`config.mk`:
```
export PLATFORM = sky130hd
export DESIGN_NAME = btb_update_arbiter
export DESIGN_NICKNAME = d
export VERILOG_FILES = /design/src/rtl/btb_update_arbiter.sv
export SDC_FILE = /design/constraint.sdc
export NUM_CORES = 1
export LEC_CHECK = 0
export CAP_MARGIN = 20
export CORE_UTILIZATION = 51
export DETAILED_ROUTE_END_ITERATION = 8
export PLACE_DENSITY_LB_ADDON = 0.08
export REMOVE_ABC_BUFFERS = 1
export SYNTH_ARGS = -nofsm -noshare
export SYNTH_HDL_FRONTEND = slang
export SYNTH_SLANG_ARGS = --single-unit
```
`constraint.sdc`:
```
create_clock -name Clk -period 3.6 [get_ports Clk]
set_clock_uncertainty 0.2 [all_clocks]
set_input_delay 0.36 -clock Clk [delete_from_list [all_inputs] [get_ports Clk]]
set_output_delay 0.36 -clock Clk [all_outputs]
set_load 0.01 [all_outputs]
```
`src/rtl/btb_update_arbiter.sv`:
```
`default_nettype none
// +----------------------------------------------------------------------------+
// | Module  : btb_update_arbiter                                               |
// | Brief   : Two-source (Ex/Pd) FIFO arbiter feeding the single BTB write port|
// | Revision: 1.0  initial release                                             |
// +----------------------------------------------------------------------------+
module btb_update_arbiter #(
  parameter int DEPTH        = 4,
  parameter int STARVE_LIMIT = 3
) (
  input  logic        Clk,
  input  logic        Rest,
  input  logic        BtbStop,
  input  logic        BtbFlash,
  input  logic        PdValid,
  output logic        PdReady,
  input  logic [75:0] PdPayload,
  input  logic        ExValid,
  output logic        ExReady,
  input  logic [75:0] ExPayload,
  output logic        UpAble,
  output logic [1:0]  UpAbleBank,
  output logic [31:0] UpPc,
  output logic        UpCntAble,
  output logic [3:0]  UpCnt,
  output logic        BtbUpTypeAble,
  output logic [2:0]  BtbUpType,
  output logic        BtbUpTagetAble,
  output logic [31:0] BtbUpTaget,
  output logic        ArbBusy
);

  localparam int c_PTR_W = $clog2(DEPTH);
  localparam int c_CNT_W = c_PTR_W + 1;
  localparam int c_ST_W  = $clog2(STARVE_LIMIT + 1);
  localparam logic [c_CNT_W-1:0] c_FULL   = c_CNT_W'(DEPTH);
  localparam logic [c_ST_W-1:0]  c_ST_MAX = c_ST_W'(STARVE_LIMIT);

  logic [75:0]        r_pdMem [DEPTH];
  logic [75:0]        r_exMem [DEPTH];
  logic [c_PTR_W-1:0] r_pdWr, r_pdRd, r_exWr, r_exRd;
  logic [c_CNT_W-1:0] r_pdCount, r_exCount;
  logic [c_ST_W-1:0]  r_starve;

  logic        w_pdPush, w_exPush, w_pdGrant, w_exGrant;
  logic [75:0] w_head;

  // Ready is based on the registered count only, so a full FIFO never accepts.
  assign PdReady  = (r_pdCount != c_FULL);
  assign ExReady  = (r_exCount != c_FULL);
  assign w_pdPush = PdValid & PdReady & ~BtbFlash;
  assign w_exPush = ExValid & ExReady;

  assign w_exGrant = ~BtbStop & (r_exCount != '0) &
                     ((r_pdCount == '0) | (r_starve < c_ST_MAX));
  assign w_pdGrant = ~BtbStop & ~w_exGrant & (r_pdCount != '0) & ~BtbFlash;

  assign w_head = w_exGrant ? r_exMem[r_exRd] :
                  w_pdGrant ? r_pdMem[r_pdRd] : '0;

  assign ArbBusy = (r_pdCount != '0) | (r_exCount != '0) | UpAble;

  always_ff @(posedge Clk) begin
    if (w_pdPush) r_pdMem[r_pdWr] <= PdPayload;
    if (w_exPush) r_exMem[r_exWr] <= ExPayload;
  end

  always_ff @(posedge Clk or negedge Rest) begin
    if (!Rest) begin
      r_pdWr    <= '0;
      r_pdRd    <= '0;
      r_pdCount <= '0;
    end else if (BtbFlash) begin
      r_pdWr    <= '0;
      r_pdRd    <= '0;
      r_pdCount <= '0;
    end else begin
      if (w_pdPush)  r_pdWr <= r_pdWr + c_PTR_W'(1);
      if (w_pdGrant) r_pdRd <= r_pdRd + c_PTR_W'(1);
      case ({w_pdPush, w_pdGrant})
        2'b10:   r_pdCount <= r_pdCount + c_CNT_W'(1);
        2'b01:   r_pdCount <= r_pdCount - c_CNT_W'(1);
        default: r_pdCount <= r_pdCount;
      endcase
    end
  end

  always_ff @(posedge Clk or negedge Rest) begin
    if (!Rest) begin
      r_exWr    <= '0;
      r_exRd    <= '0;
      r_exCount <= '0;
    end else begin
      if (w_exPush)  r_exWr <= r_exWr + c_PTR_W'(1);
      if (w_exGrant) r_exRd <= r_exRd + c_PTR_W'(1);
      case ({w_exPush, w_exGrant})
        2'b10:   r_exCount <= r_exCount + c_CNT_W'(1);
        2'b01:   r_exCount <= r_exCount - c_CNT_W'(1);
        default: r_exCount <= r_exCount;
      endcase
    end
  end

  // Starvation counter: only counts Ex wins while Pd work is actually waiting.
  always_ff @(posedge Clk or negedge Rest) begin
    if (!Rest) begin
      r_starve <= '0;
    end else if (BtbFlash) begin
      r_starve <= '0;
    end else if (!BtbStop) begin
      if (w_pdGrant || (r_pdCount == '0))
        r_starve <= '0;
      else if (w_exGrant && (r_starve != c_ST_MAX))
        r_starve <= r_starve + c_ST_W'(1);
    end
  end

  always_ff @(posedge Clk or negedge Rest) begin
    if (!Rest) begin
      UpAble <= 1'b0;
      {UpPc, UpAbleBank, UpCntAble, UpCnt, BtbUpTypeAble, BtbUpType,
       BtbUpTagetAble, BtbUpTaget} <= '0;
    end else begin
      UpAble <= w_exGrant | w_pdGrant;
      {UpPc, UpAbleBank, UpCntAble, UpCnt, BtbUpTypeAble, BtbUpType,
       BtbUpTagetAble, BtbUpTaget} <= w_head;
    end
  end

endmodule
`default_nettype wire
```
Yosys cells after proc, flatten, opt, wreduce, memory -nomap -nowiden
Memories as Yosys holds them, arrays and structs flattened. Index checks and enable logic that the tools add are counted.

Memory bits (writable): 608. Register bits: 93. Memories: 2. Bits in read-only memories: 0. Bits in latches: 0.

Divide/modulo/power cells: 0. Multipliers: 0. Mux-type cells: 17. Magnitude comparators: 1. Add/subtract/negate cells: 9. Equal/unequal tests: 8. Reductions and logical operators: 11. Bitwise logic cells: 15. Shifts and indexed selects: 0.

Memories: r_exMem (words 4, width 76, rd ports 1, clocked after memory_dff 0, wr ports 1, line 40) `logic [75:0] r_exMem [DEPTH];`; r_pdMem (words 4, width 76, rd ports 1, clocked after memory_dff 0, wr ports 1, line 39) `logic [75:0] r_pdMem [DEPTH];`.

Operators by type and width (count): $mux W76 (2); $mux W2 (8); $pmux W3 S2 (2); $reduce_bool A3 Y1 (4); $add A2 B1 Y2 const B (5); $and A1 B1 Y1 (8); $add A3 B1 Y3 const B (2); $ne A3 B3 Y1 const B (2); $reduce_bool A2 Y1 (3); $sub A3 B1 Y3 const B (2); $eq A2 B1 Y1 const B (2); $eq A2 B2 Y1 const B (2); $mux W1 (4); $or A1 B1 Y1 (4); $logic_not A3 Y1 (1); $mux W3 (1); $not A1 Y1 (3); $lt A2 B2 Y1 const B (1); $ne A2 B1 Y1 const B (1); $ne A2 B2 Y1 const B (1); $reduce_and A2 Y1 (1); $logic_and A1 B1 Y1 (1); $logic_or A1 B1 Y1 (1).

Longest topological paths before layout
Word-level depth: 11. Mapped depth: 11. Depth with buffers taken out: 10.

Least setup slack after synthesis
Ideal clock, no wire load.

Kind: register -> register. Start: register r_pdCount[2]. End: memory r_pdMem[0][0], enable pin. Slack: 0.189 ns. Stages on the path, launching flop included: 6. Buffers on the path: 1. Arrival time: 2.768 ns. Clock period less this slack: 3.411 ns. Data required time: 2.957 ns. Library setup time: 0.443 ns. Cell sequence: dfrtp_1 or3b_1 buf_2 nand2_1 nor2_1 and2_1.

Cells in the longest elaborated chain, start to end: 5.

Ends and longest elaborated chain: start, declared (line 42) `logic [c_CNT_W-1:0] r_pdCount, r_exCount;`; start signal, assigned (line 81) `2'b10: r_pdCount <= r_pdCount + c_CNT_W'(1);`; start signal, assigned (line 82) `2'b01: r_pdCount <= r_pdCount - c_CNT_W'(1);`; start signal, assigned (line 83) `default: r_pdCount <= r_pdCount;`; $ne A3 B3 Y1 (line 49) `assign PdReady = (r_pdCount != c_FULL);`; via PdReady (line 16) `output logic PdReady,`; $and A1 B1 Y1 (2 in series) (line 51) `assign w_pdPush = PdValid & PdReady & ~BtbFlash;`; $mux W1 (line 64) `if (w_pdPush) r_pdMem[r_pdWr] <= PdPayload;`; $mux W1 (implied by the code) (line 64); end, declared (line 39).

The timed path passes the listed nets, and every way through them passes these cells.

Worst setup path in the final report
Start: register r_pdCount[2]. End: register r_exCount[2].

Cells in the longest elaborated chain, start to end: 5. Elaborated cells on any way between the ends: 7. Classes of those cells: eq/ne (2); mux (1); bitwise (2); reduce/logical (2).

Ends and longest elaborated chain: $logic_not A3 Y1 (*) (line 55) `((r_pdCount == '0) | (r_starve < c_ST_MAX));`; $or A1 B1 Y1 (*) (line 55); $and A1 B1 Y1 (*) (line 54) `assign w_exGrant = ~BtbStop & (r_exCount != '0) &`; $eq A2 B1 Y1 or $eq A2 B2 Y1 (tied branches) (line 96) `case ({w_exPush, w_exGrant})`; $pmux W3 S2 or $reduce_bool A2 Y1 (tied branches); end signal, assigned (line 97) `2'b10: r_exCount <= r_exCount + c_CNT_W'(1);`; end signal, assigned (line 98) `2'b01: r_exCount <= r_exCount - c_CNT_W'(1);`; end signal, assigned (line 99) `default: r_exCount <= r_exCount;`; end, declared (line 42).

Every way passes the cells marked *; elsewhere a longest branch is shown, timed or not. A chain may end at the register's enable or synchronous reset.

==> implementation parameters <==
Parameter                              Value

Power
  Int Power ... between 15 and 20 mW
  Switching power summed over all nets ... roughly 5.5 mW
  Share of total power in sequential cells ... a little under half
  Fraction of power consumed by combinational cells ... roughly a fifth
  Reported leakage power ... 10.5 nW
  Total power consumption of the routed design ... 22.5 mW
  Peak supply drop ... between 0.0004 and 0.0005 V
  Clock power share ... 33.2%
  Power per Cell Area ... roughly 700 mW/mm^2
  Switching part of the total power ... 24.4%

Cells and area
  Commonest cells after routing, fill and taps aside ... 608 x sky130_fd_sc_hd__edfxtp_1, 236 x sky130_fd_sc_hd__clkdlybuf4s50_1, 152 x sky130_fd_sc_hd__mux4_2
  Footprint of the flip-flops and latches ... between 0.02 and 0.025 mm^2
  Net count, final ... between 1500 and 2000
  Fin util ... a little under two thirds
  Share of final-layout standard cells stronger than drive strength 1 ... between 20% and 30%
  Multi-input gate area in the final layout ... 0.00478 mm^2
  Area grow syn2layout ... 22.7%
  Number of filler cells placed in the layout ... between 3000 and 4000
  Most common cell after layout, fill and taps aside ... sky130_fd_sc_hd__edfxtp_1

Synth
  Post-synthesis average cell area ... roughly 24 um^2
  Unique masters post-synth ... 46
  Gate Count Post-Synth ... between 1000 and 1500
  Share of synthesized registers carrying an async set or reset ... roughly an eighth
  Primary FF master, synth ... sky130_fd_sc_hd__edfxtp_1
  FF+latch count, synth ... between 700 and 800
  Number of flops mapped to enable cells by yosys ... roughly 610
  Count of yosys warnings during synthesis ... 0
  Sequential-to-total area share from yosys stat ... between 80% and 90%
  Summed instance area of the synthesized netlist ... 0.0256 mm^2

Timing
  Final setup violation count ... 0
  Final worst hold slack ... between 0.15 and 0.2 ns
  RSZ-0062 raised after global routing ... no
  Period utilisation layout ... 76.2%
  Period minus WS final ... roughly 2.7 ns
  Aggregate negative setup slack ... 0 ns
  Worst-case headroom to the max-slew limit ... a little over a third
  Slew at the pin closest to its max-slew limit ... between 0.9 and 1 ns
  Slew Limit Fails ... 0
  Maximum clock rate ... about 360 MHz
  Final count of hold timing violations ... 0
  Setup slack after layout ... 0.858 ns

Critical path
  Maximum fanout count along the critical path ... 8
  Category of the most critical setup path ... register to register
  Reg2Reg Launch Point ... r_pdCount[2]
  Cell count of the worst reg-to-reg path ... 9
  Most frequent cell on the critical path ... sky130_fd_sc_hd__xor2_1
  Cells along the critical path ... or3_1 -> a211o_4 -> clkinv_4 -> ha_1 -> inv_1 -> fa_1 -> xor2_1 -> nor2_1 -> xor2_1
  FF-to-FF End ... r_exCount[2]
  Worst-path cell with the longest stage delay ... sky130_fd_sc_hd__or3_1
  Slowest stage delay, CP ... around 0.52 ns
  Worst R2R Setup Slack ... 0.86 ns
  Type of destination of the critical path ... register
  Combined buffer and inverter count along the critical path ... 2
  WP data arrival ... a little over 3 ns
  Required time of the critical path ... roughly 4 ns
  Cell family with the largest share of critical-path delay ... simple AND/OR/NAND/NOR gates
  Element type at the critical path start ... register

Hold path
  Worst hold path stage count ... 1
  Class of the worst hold path ... primary input to register
  Critical hold path startpoint ... ExPayload[21]
  Worst min-delay path endpoint ... r_exMem[1][21]

Clocking
  CTS HTree Levels ... 3
  Maximum count of clock buffers along a single path ... 3
  Clock-pin slew reported for the worst setup and hold paths after clock tree synthesis ... roughly 0.06 ns
  Number of gates resized after CTS ... 0
  Clock tree from TritonCTS ... done
  Number of buffers inserted to repair setup after CTS ... 0
  Num CTS Buffers ... between 70 and 80
  Clock Latency Late Sink ... between 0.5 and 0.6 ns
  Clock tree root driver cell ... sky130_fd_sc_hd__clkbuf_16
  TritonCTS sink count ... ~700

GRT
  Antenna violations before repair ... 11
  Leftover overflow at the end of global routing ... 0
  Maximum number of pins on one net before global-route repair ... 53
  First-pass GRT wire length ... 79700 um
  Vias in the first global route ... 12400
  Global-route usage over all layers ... 21.8%

Route
  Drt first pass iters ... 5
  Initial DRC Count ... approximately 840
  Antenna viol nets, final ... 0
  Final Routed Wirelength ... 54000 um
  Drt wl/cell ... approximately 26 um
  Vias per cell ... 5.69
  Drc violations ... 0
  Via total after detailed routing ... between 10000 and 15000

Place
  Worst setup slack after placement ... approximately 0.75 ns
  Post-detail-place hpwl ... between 30000 and 40000 um
  Quantity of I/O buffers inserted on ports ... ~240
  Global placement routability congestion ... ~0.75

Floorplan
  Total Die Area ... just over 0.05 mm^2
  Std-Cell Rows ... 81
  Area of the core ... ~0.05 mm^2
  Initial Util ... 52.0%
  Ports placed on the boundary ... 238
  X dimension of the die ... 226 um
  Overall die height ... 226 um

Job
  Number of max-cap violations ... 0

Run status
  Result of the run ... finished clean
power groups by stage:
stage / combinational [mW] / clock, mW / sequential (mW)
2_1_floorplan: 2.17 / 0 / 11.1
3_3_place_gp: 4.46 / 0 / 10.7
3_5_place_dp: 4.50 / 0 / 10.7
4_1_cts: 4.52 / 7.61 / 10.6
5_1_grt: 4.75 / 7.92 / 10.6
6_report: 4.43 / 7.47 / 10.6
synthesized netlist by cell type (2+ instances only):
library cell,count,share of area (%)
sky130_fd_sc_hd__fa_1,2,0.16
sky130_fd_sc_hd__ha_1,10,0.49
sky130_fd_sc_hd__nand2_1,7,0.10
sky130_fd_sc_hd__a21oi_1,3,0.059
sky130_fd_sc_hd__xor2_1,4,0.14
sky130_fd_sc_hd__a22o_1,77,2.6
sky130_fd_sc_hd__nor2_1,10,0.15
sky130_fd_sc_hd__buf_6,3,0.13
sky130_fd_sc_hd__inv_1,10,0.15
sky130_fd_sc_hd__buf_4,2,0.059
sky130_fd_sc_hd__edfxtp_1,608,71
sky130_fd_sc_hd__clkbuf_1,26,0.38
sky130_fd_sc_hd__nand3_1,2,0.039
sky130_fd_sc_hd__mux4_2,152,13
sky130_fd_sc_hd__and3_1,5,0.12
sky130_fd_sc_hd__xnor2_1,6,0.20
sky130_fd_sc_hd__mux2i_1,3,0.12
sky130_fd_sc_hd__dfrtp_1,93,9.1
sky130_fd_sc_hd__buf_1,8,0.12
sky130_fd_sc_hd__buf_2,17,0.33
sky130_fd_sc_hd__nand3b_1,2,0.059
sky130_fd_sc_hd__and2_1,5,0.12
metrics by stage:
stage,cells,area [um^2]
after floorplan,1023,25400
after global placement,1954,29100
after detailed placement,1954,29100
after CTS,2087,31500
after global routing,2088,31500
final,2089,31500
sequential cells by signal, indices dropped and copies added (netlist names), 3 cells and up:
| name | cells |
|---|---|
| BtbUpTaget | 32 |
| BtbUpType | 3 |
| UpCnt | 4 |
| UpPc | 32 |
| r_exCount | 3 |
| r_exMem | 304 |
| r_pdCount | 3 |
| r_pdMem | 304 |
how the worst max path moves through the flow:
stage	start	end	slack, ns	depth (start not counted)
final	r_pdCount[2]	r_exCount[2]	0.86	9
after floorplan	r_exRd[0]	BtbUpTagetAble	-0.65	2
after detailed placement	BtbFlash	r_pdCount[1]	0.75	8
after CTS	r_pdCount[2]	r_exCount[2]	0.87	9
after global routing	r_pdCount[2]	r_exCount[2]	0.78	9
after global placement	BtbFlash	r_pdCount[1]	0.82	8
layer usage:
layer / share of wire (%) / wire length, um / track usage, % / vias up
met5: 0.23 / 122 / 0 / -
met4: 2.0 / 1100 / 6.17 / 18
met3: 6.0 / 3240 / 5.61 / 101
met2: 48 / 25800 / 33.3 / 339
met1: 44 / 23700 / 31.4 / 6295
li1: - / - / - / 5124
cell families after synthesis:
kind of cell             synth area share (%)
AO/OA/AOI/OAI                            3.04
XOR/XNOR                                0.342
adder cells (fa/ha/maj)                 0.644
buffers and inverters                    1.20
flip-flops                               80.3
multiplexers                             13.6
AND/OR/NAND/NOR                         0.923
cell type report:
cell class	instances	area share [%]
Sequential cell	701	65.5
Multi-Input combinational cell	311	15.2
Timing Repair Buffer	268	8.92
Clock buffer	105	6.62
Tap cell	664	2.64
Clock inverter	27	0.982
Inverter	11	0.147
Antenna cell	2	0.0159
repair_timing:
item,in CTS,in global routing
endpoints found under the setup margin,0,0
hold endpoints to repair,51,0
hold buffers,1,0
(Power assumes the default switching activity.)
